$ cat src/rtl/led_pattern_sequencer.sv
// led_pattern_sequencer
//   Drives four LEDs through one of four patterns. A prescaler sets the step
//   rate, with one step every TICK_DIV clock cycles. A two-state FSM
//   (IDLE/RUN) follows the enable level.
//
// Ports
//   i_clk        system clock; all state changes on the rising edge
//   i_rst_n      asynchronous active-low reset
//   i_enable     1 = run the selected pattern, 0 = LEDs dark, sequencer idle
//   i_mode       requested pattern: 00 ALL_BLINK, 01 CHASE, 10 BOUNCE, 11 BINARY
//   i_mode_load  one-cycle strobe that captures i_mode (restarts a running pattern)
//   o_led        registered LED drive, bit 0 = led_1 ... bit 3 = led_4, 1 = on
//   o_tick       registered one-cycle pulse on every pattern step
//   o_mode       current mode register
//   o_busy       1 while the FSM is in RUN
module led_pattern_sequencer #(
    parameter int unsigned TICK_DIV = 25000000,
    parameter int unsigned CNT_W    = 32
) (
    input  logic       i_clk,
    input  logic       i_rst_n,
    input  logic       i_enable,
    input  logic [1:0] i_mode,
    input  logic       i_mode_load,
    output logic [3:0] o_led,
    output logic       o_tick,
    output logic [1:0] o_mode,
    output logic       o_busy
);

    localparam logic [0:0] IDLE = 1'b0;
    localparam logic [0:0] RUN  = 1'b1;

    localparam logic [1:0] MODE_ALL_BLINK = 2'b00;
    localparam logic [1:0] MODE_CHASE     = 2'b01;
    localparam logic [1:0] MODE_BOUNCE    = 2'b10;
    localparam logic [1:0] MODE_BINARY    = 2'b11;

    localparam logic             DIR_UP    = 1'b1;
    localparam logic [CNT_W-1:0] PRESC_TOP = CNT_W'(TICK_DIV - 32'd1);

    logic [0:0]       state_reg, state_next;
    logic [CNT_W-1:0] presc_reg, presc_next;
    logic [3:0]       led_reg, led_next;
    logic             tick_reg, tick_next;
    logic             dir_reg, dir_next;
    logic [1:0]       mode_reg, mode_next;

    function automatic logic [3:0] init_pattern(input logic [1:0] m);
        case (m)
            MODE_ALL_BLINK: init_pattern = 4'b1111;
            MODE_BINARY:    init_pattern = 4'b0000;
            default:        init_pattern = 4'b0001;
        endcase
    endfunction

    always_comb begin
        state_next = state_reg;
        presc_next = presc_reg;
        led_next   = led_reg;
        tick_next  = 1'b0;
        dir_next   = dir_reg;
        mode_next  = i_mode_load ? i_mode : mode_reg;

        if (!i_enable) begin
            state_next = IDLE;
            presc_next = '0;
            led_next   = 4'b0000;
            dir_next   = DIR_UP;
        end else if (state_reg == IDLE || i_mode_load) begin
            // Entry to RUN and any mode load share the restart path; a load
            // therefore wins over a coincident prescaler wrap.
            state_next = RUN;
            presc_next = '0;
            led_next   = init_pattern(mode_next);
            dir_next   = DIR_UP;
        end else if (presc_reg == PRESC_TOP) begin
            presc_next = '0;
            tick_next  = 1'b1;
            case (mode_reg)
                MODE_ALL_BLINK: led_next = ~led_reg;
                MODE_CHASE:     led_next = {led_reg[2:0], led_reg[3]};
                MODE_BOUNCE: begin
                    // Turn around on the end LED itself so the end value
                    // is never shown twice in a row.
                    if (dir_reg == DIR_UP) begin
                        if (led_reg[3]) begin
                            led_next = led_reg >> 1;
                            dir_next = ~DIR_UP;
                        end else begin
                            led_next = led_reg << 1;
                        end
                    end else begin
                        if (led_reg[0]) begin
                            led_next = led_reg << 1;
                            dir_next = DIR_UP;
                        end else begin
                            led_next = led_reg >> 1;
                        end
                    end
                end
                default:        led_next = led_reg + 4'd1;
            endcase
        end else begin
            presc_next = presc_reg + CNT_W'(1);
        end
    end

    always_ff @(posedge i_clk or negedge i_rst_n) begin
        if (!i_rst_n) begin
            state_reg <= IDLE;
            presc_reg <= '0;
            led_reg   <= 4'b0000;
            tick_reg  <= 1'b0;
            dir_reg   <= DIR_UP;
            mode_reg  <= MODE_ALL_BLINK;
        end else begin
            state_reg <= state_next;
            presc_reg <= presc_next;
            led_reg   <= led_next;
            tick_reg  <= tick_next;
            dir_reg   <= dir_next;
            mode_reg  <= mode_next;
        end
    end

    assign o_led  = led_reg;
    assign o_tick = tick_reg;
    assign o_mode = mode_reg;
    assign o_busy = (state_reg == RUN);

endmodule

$ cat config.mk
export PLATFORM = sky130hd
export DESIGN_NAME = led_pattern_sequencer
export DESIGN_NICKNAME = d
export VERILOG_FILES = /design/src/rtl/led_pattern_sequencer.sv
export SDC_FILE = /design/constraint.sdc
export NUM_CORES = 1
export LEC_CHECK = 0
export CORE_ASPECT_RATIO = 1.5
export CORE_MARGIN = 3
export CORE_UTILIZATION = 39
export DETAILED_ROUTE_END_ITERATION = 16
export PLACE_DENSITY = 0.64
export SYNTH_ARGS = -nofsm -noshare
export SYNTH_HDL_FRONTEND = slang
export SYNTH_SLANG_ARGS = --single-unit
$ cat constraint.sdc
create_clock -name i_clk -period 4.6 [get_ports i_clk]
set_input_delay 0.92 -clock i_clk [delete_from_list [all_inputs] [get_ports i_clk]]
set_output_delay 0.92 -clock i_clk [all_outputs]
set_load 0.01 [all_outputs]
# == Yosys cells after proc, flatten, opt, wreduce, memory -nomap -nowiden ==
# Cells that the tools add are included.
# word_totals
output_inout_bits,8
ff_bits,41
inputBits,6
# op_classes
bitwise,2
mux,24
n_reduce_logical,4
add_sub_neg,2
eq_ne,7
# ops
op,n
$mux W32,3
$add A32 B1 Y32 const B,1
$eq A32 B25 Y1 const B,1
$mux W4,6
$mux W1,12
$pmux W4 S3,1
$pmux W4 S2,1
$ne A3 B1 Y1 const B,2
$add A4 B1 Y4 const B,1
$eq A2 B2 Y1 const B,2
$logic_not A2 Y1,2
$not A4 Y4,1
$eq A2 B1 Y1 const B,1
$mux W2,1
$ne A2 B1 Y1 const B,1
$reduce_and A2 Y1,1
$logic_or A1 B1 Y1,1
$not A1 Y1,1

# == Longest topological paths before layout ==
# Gate-level depths: netlist (run 1).
# logic_depth
word_depth,6
ltp_mapped,8
ltp_nobuf,6

# == Least setup slack after synthesis (run 1) ==
# OpenSTA, ideal clock, no wires.
# synth_path
path_kind,flip-flop to flip-flop
start,register presc_reg[10]
end,register presc_reg[26]
n_path_buf,3
setup_slack_ns,2.038
required_ns,4.481
path_stages_with_launch,9
arrival_time_ns,2.443
setup_ns,0.119
path_cell_list,dfrtp_1 > buf_6 > or4_1 > or4_4 > nor4_4 > or2_4 > buf_12 > buf_12 > nor2_1
# synth_between
elab_chain_cells,4
# synth_lines
item,line,text
from (decl),43,"logic [CNT_W-1:0] presc_reg, presc_next;"
from (signal assigned),119,presc_reg <= presc_next;
$add A32 B1 Y32 / $eq A32 B25 Y1 (equally long branches),"105, 77",
$mux W32 *,77,end else if (presc_reg == PRESC_TOP) begin
$mux W32 *,70,end else if (state_reg == IDLE || i_mode_load) begin
$mux W32 *,65,if (!i_enable) begin
named net presc_next[26],43,
# The timed path passes the listed nets; every way through them passes the cells marked *.
# A chain may end at the register's enable or synchronous reset.

# == Worst setup path after layout (run 1) ==
# layout_path
start,register presc_reg[10]
end,register led_reg[0] (netlist: o_led[0])
# layout_between
elab_chain_cells,2
# layout_lines
item,line,text
$eq A32 B25 Y1,77,
$ne A3 B1 Y1 (no source line),n/a,
to (signal assigned),120,led_reg <= led_next;
to (decl),44,"logic [3:0] led_reg, led_next;"
# No other way between the ends.

==> flow_summary.toml, run 1 <==
[run_status]
status = "completed"

[critical_path]
required_ns = 4.82
critPathArrivalTime_ns = 3.02
r2r-start = "presc_reg[10]"
path_cells = "or4_1, or4_4, nor4_4, or2_4, mux2i_1"
start_kind = "register"
crit_type = "register to register"
path_max_fanout = 29
cp_slowest_cell = "or4_1"
cp-end-kind = "register"
r2r_slack_ns = 1.80
r2r_cells = 5
timing.rr.end = "o_led[0]"
critPathMaxStageDelay_ns = 0.56

[clocking]
post-cts-setup-buffer-count = 0
cts_resized = 0
htreeDepth = 2
clockBufferDepth = 2
cts_hold_buf = 0
cts_buffers = 5
tritoncts = "done"
clk_latency_ns = 0.29
clock_sinks = 41
path_clk_slew_ns = 0.07
clockRootBuffer = "clkbuf_8"

[grt]
grt_usage_pct = 15.3
grt_max_degree = 42
grt_antenna_before_repair = 0
grt_pass1_wl_mm = 8.20
grt_pass1_vias = 1770
grt-ovfl-total = 0

[drt]
routedWlPerCell_um = 14.4
ant_nets = 0
drc_errors = 0
drt_iter0_drc = 68
firstDrtPassIters = 4
route.vias.total = 1768
via_per_inst = 5.49
wl_mm = 4.65

[placement]
port_buffers = 13
post-dp-hpwl_mm = 3.18
gp_congestion = 0.764

[timing]
grt_setup_unrepaired = "no"
tightestPinTransition_ns = 0.922
slew_headroom_pct = 37.9
fmax_ghz = 0.357
min_period_ns = 2.80
maxSlewViolCount = 0
post-route-period-util_pct = 60.8
finalSetupViolCount = 0
finalSetupTns_ns = 0
hold_viol = 0
skew_ns = 0.00430

[floorplanning]
num_io_pins = 14
die_h_um = 100
die_area_mm2 = 0.00693
fp-row-count = 33
fp.dieW_um = 69.0
core_area_mm2 = 0.00562
start_util_pct = 41.3

[power]
power.density_mw_per_mm2 = 288
ir_drop_v = 0.000162
p_leak_nw = 1.01

[synth]
yosysWarnings = 0
synth.cell_area_mm2 = 0.00232
synth_seq_cells = 41
syn-num-nets = 253
synth_area_per_cell_um2 = 9.51
synth_cell_types = 45
synth_edf_count = 0
synth_most_common_cell = "dfrtp_1"
synthCells = 244
synthFlopType = "dfrtp_1"
yosys.area.top_type_share_pct = 43.1
synthArstFlopShare_pct = 100
synthTopCellsByArea = "dfrtp_1, xor2_1, nor2_1"
ys_seq_area_share_pct = 44.3
yosysTopAreaCell = "dfrtp_1"
synth.top_cells.by_count = "dfrtp_1, nor2_1, nand2_1, xor2_1, nand3_1"

[final_layout]
diodes = 0
syn2layout_area_growth_pct = 10.2
drive_gt1_share_pct = 7.14
final_net_count = 260
utilization_pct = 45.5
largest_reg_flops = 32

[flow_run]
cap_viol_max_count = 0

[hold_path]
min_to = "presc_reg[0]"
hold_start = "presc_reg[0]"
hold_depth = 1
min_path_type = "register to register"
==> routing by layer <==
metal / routed length, µm / vias up / GRT usage (%)
met5: 0 / - / 0
met4: 96 / 0 / 6.76
met3: 114 / 8 / 3.24
met2: 2350 / 27 / 24.3
met1: 2090 / 853 / 19.8
li1: - / 880 / -
==> cell usage in the layout (no fill, tap or decap), types with 3 or more instances in the layout <==
master	count
xor2_1	18
nor2b_1	3
ha_1	3
dfrtp_1	40
clkdlybuf4s50_1	12
nand4_1	9
nand2_1	18
mux2i_1	4
inv_1	6
and4_1	3
a21oi_1	12
clkbuf_8	6
nand3_1	13
nor3_1	5
nor2_1	28
or3_1	7
and3_1	5
xnor2_1	7
o21ai_0	10
a2bb2oi_1	3
or4_1	4
==> per-stage QoR <==
stage / total power [mW] / setup WS (ns) / hold WS, ns / instance area (µm²) / cells
4_1_cts: 0.748 / 1.76 / 0.508 / 2560 / 322
5_1_grt: 0.772 / 1.63 / 0.517 / 2560 / 322
6_report: 0.737 / 1.80 / 0.505 / 2560 / 322
3_5_place_dp: 0.449 / 1.79 / 0.496 / 2440 / 314
2_1_floorplan: 0.421 / 2.04 / 0.449 / 2320 / 244
3_3_place_gp: 0.448 / 1.83 / 0.481 / 2440 / 314
==> cell type report <==
class                           count  area, µm²
Sequential cell                    41       1030
Inverter                            6       22.5
Clock inverter                      1       30.0
Clock buffer                        7       86.3
Multi-Input combinational cell    184       1180
Fill cell                         576       3060
Tap cell                           70       87.6
Timing Repair Buffer               13        125
==> report_power, final <==
group          switching, mW  internal, mW
registers             0.0155         0.365
clock network          0.120         0.177
logic                 0.0303        0.0292
total                  0.166         0.571
==> cells by family after synthesis <==
group	share of synthesized area, %
AND/OR/NAND/NOR	27.5
buffers and inverters	4.96
adder cells (fa/ha/maj)	1.62
AO/OA/AOI/OAI	9.49
XOR/XNOR	9.44
multiplexers	2.70
flip-flops	44.3
==> how the worst max path moves through the flow <==
stage / start / to / cells past startpoint
after global routing: presc_reg[10] / o_led[0] / 5
after floorplan: presc_reg[10] / presc_reg[26] / 8
after detailed placement: presc_reg[10] / o_led[0] / 5
after global placement: presc_reg[10] / o_led[0] / 5
final: presc_reg[10] / o_led[0] / 5
after CTS: presc_reg[10] / o_led[0] / 5
==> critical path, delay by kind of cell, from the launching register on <==
family           cells  cell delay (ns)
AND/OR/NAND/NOR      4             2.04
multiplexers         1             0.22
flip-flops           1             0.47
(Power assumes the default switching activity.)
==> inputs of run 2 (changes only) <==
--- a/config.mk
+++ b/config.mk
@@ -9,7 +9,7 @@
 export CORE_MARGIN = 3
 export CORE_UTILIZATION = 39
 export DETAILED_ROUTE_END_ITERATION = 16
-export PLACE_DENSITY = 0.64
+export PLACE_DENSITY = 0.66
 export SYNTH_ARGS = -nofsm -noshare
 export SYNTH_HDL_FRONTEND = slang
 export SYNTH_SLANG_ARGS = --single-unit
==> constraint.sdc (replaced) <==
create_clock -name i_clk -period 2.5 [get_ports i_clk]
set_input_delay 0.5 -clock i_clk [delete_from_list [all_inputs] [get_ports i_clk]]
set_output_delay 0.5 -clock i_clk [all_outputs]
set_load 0.01 [all_outputs]
==> run 2 against run 1 <==
- sequential power is 84% higher
- die area stayed put
- hold slack got worse by 0.37 ns
- clock-buffer cell count fell by 1
- setup slack got worse by 1.7 ns
- flip-flop and latch count unchanged
- combinational power increased by 93%
- final area is 2.1% higher
- largest cell class unchanged
==> flow_summary.toml, run 2 (same netlist as run 1, synthesis figures left out) <==
[grt]
use_met1_pct = 19.3
grt_usage_pct = 15.9
grt_pass1_wl_mm = 8.35
grt_max_degree = 25
globalRouteMet3Util_pct = 3.13
grt_pass1_vias = 1828
grt_antenna_before_repair = 0
grt-ovfl-total = 0
use_met2_pct = 26.8
busiest_layer = "met2"

[drt]
via_per_inst = 5.48
drt_iter0_drc = 97
route.vias.total = 1809
drc_errors = 0
ant_nets = 0
routedWlPerCell_um = 14.7
wl_mm = 4.86
firstDrtPassIters = 4

[final_layout]
mostFrequentLayoutCells = "dfrtp_1, nor2_1, nand2_1, xor2_1, nand3_1"
final_net_count = 268
drive_gt1_share_pct = 10.4
final_cells = 330
largest_reg_flops = 32
syn2layout_area_growth_pct = 12.5
diodes = 0
fill_cells = 582
final_common_cell = "dfrtp_1"
utilization_pct = 46.5

[flow_run]
cap_viol_max_count = 0

[run_status]
status = "completed"

[critical_path]
timing.rr.end = "presc_reg[5]"
crit_type = "register to register"
r2r_slack_ns = 0.14
cp_slowest_cell = "or4_4"
crit_buf_inv = 0
path_cells = "or4b_1, or4_4, or4_1, o211ai_1, a21oi_1"
path_max_fanout = 5
crit_family = "simple AND/OR/NAND/NOR gates"
critPathMaxStageDelay_ns = 0.57
r2r-start = "presc_reg[28]"
required_ns = 2.68
start_kind = "register"
cp-end-kind = "register"
critPathArrivalTime_ns = 2.54
r2r_cells = 5

[clocking]
clockRootBuffer = "clkbuf_8"
clock_sinks = 41
tritoncts = "done"
cts_buffers = 5
clockBufferDepth = 2
cts_resized = 0
path_clk_slew_ns = 0.08
post-cts-setup-buffer-count = 0
clk_latency_ns = 0.29
htreeDepth = 2
cts_hold_buf = 0

[power]
power.density_mw_per_mm2 = 489
ir_drop_v = 0.000285
p_int_mw = 0.954
p_leak_nw = 1.05
combinationalPowerShare_pct = 9.0
p_sw_mw = 0.322
design_power_total_mw = 1.28
clock_power_share_pct = 36.1
power_frac_seq_pct = 54.9
swShare_pct = 25.2

[timing]
slew_headroom_pct = 66.9
finalSetupTns_ns = 0
tightestPinTransition_ns = 0.492
min_period_ns = 2.36
fin_hold_ws_ns = 0.131
post-route-period-util_pct = 94.4
fmax_ghz = 0.424
skew_ns = 0.00750
hold_viol = 0
maxSlewViolCount = 0
grt_setup_unrepaired = "no"
finalSetupViolCount = 0

[floorplanning]
start_util_pct = 41.3
die_area_mm2 = 0.00693
num_io_pins = 14
fp.dieW_um = 69.0
core_area_mm2 = 0.00562
die_h_um = 100
fp-row-count = 33

[placement]
gp_congestion = 0.833
port_buffers = 13
dp.cells = 322
post-dp-hpwl_mm = 3.47

[hold_path]
min_path_type = "input port to async pin"
[run 2: changes by cell type in the layout (fill, tap and decap cells not counted)]
cell       delta
clkbuf_1      -1
clkinv_4      +1
bufinv_16     -1
buf_4         +7
clkinv_2      +1
buf_12        +1
[run 2: metal layers]
layer / routed length (µm) / share of wire [%] / up-vias
met5: 0 / 0 / -
met1: 2110 / 43 / 876
met3: 111 / 2.3 / 10
li1: - / - / 900
met2: 2530 / 52 / 23
met4: 121 / 2.5 / 0
[run 2: worst reg2reg max path, delay by kind of cell, from the launching register on]
kind | cells | cell delay (ns)
DFF | 1 | 0.42
AOI/OAI and AO/OA | 2 | 0.19
and+or+nand+nor | 3 | 1.64
[run 2: per-stage QoR]
step,area [µm²],setup WS (ns)
floorplan,2320,0.0755
global placement,2510,0.180
detailed placement,2510,0.153
CTS,2610,0.144
global route,2610,0.0480
finish,2610,0.139
[run 2: area by class of cell]
type	count	area [µm²]	share of cell area, %
tap	70	87.6	3.36
inverter	6	22.5	0.863
clock inverter	2	13.8	0.528
clock buffer	6	82.6	3.17
multi-input combinational	184	1180	45.1
sequential	41	1030	39.4
timing repair buffer	21	198	7.58
[run 2: power groups by stage]
stage,Clock (mW),Combinational [mW],Sequential [mW]
after floorplan,0,0.0766,0.699
after global placement,0,0.116,0.713
after detailed placement,0,0.117,0.714
after CTS,0.468,0.118,0.701
after global routing,0.495,0.130,0.704
final,0.460,0.115,0.700
[run 2: worst max path at each step]
stage               depth (start not counted)       endpoint           from  slack (ns)
floorplan                                   8  presc_reg[26]  presc_reg[10]        0.08
global placement                            5   presc_reg[5]  presc_reg[28]        0.18
detailed placement                          5   presc_reg[5]  presc_reg[28]        0.15
CTS                                         5   presc_reg[5]  presc_reg[28]        0.14
global route                                5   presc_reg[5]  presc_reg[23]        0.05
finish                                      5   presc_reg[5]  presc_reg[28]        0.14
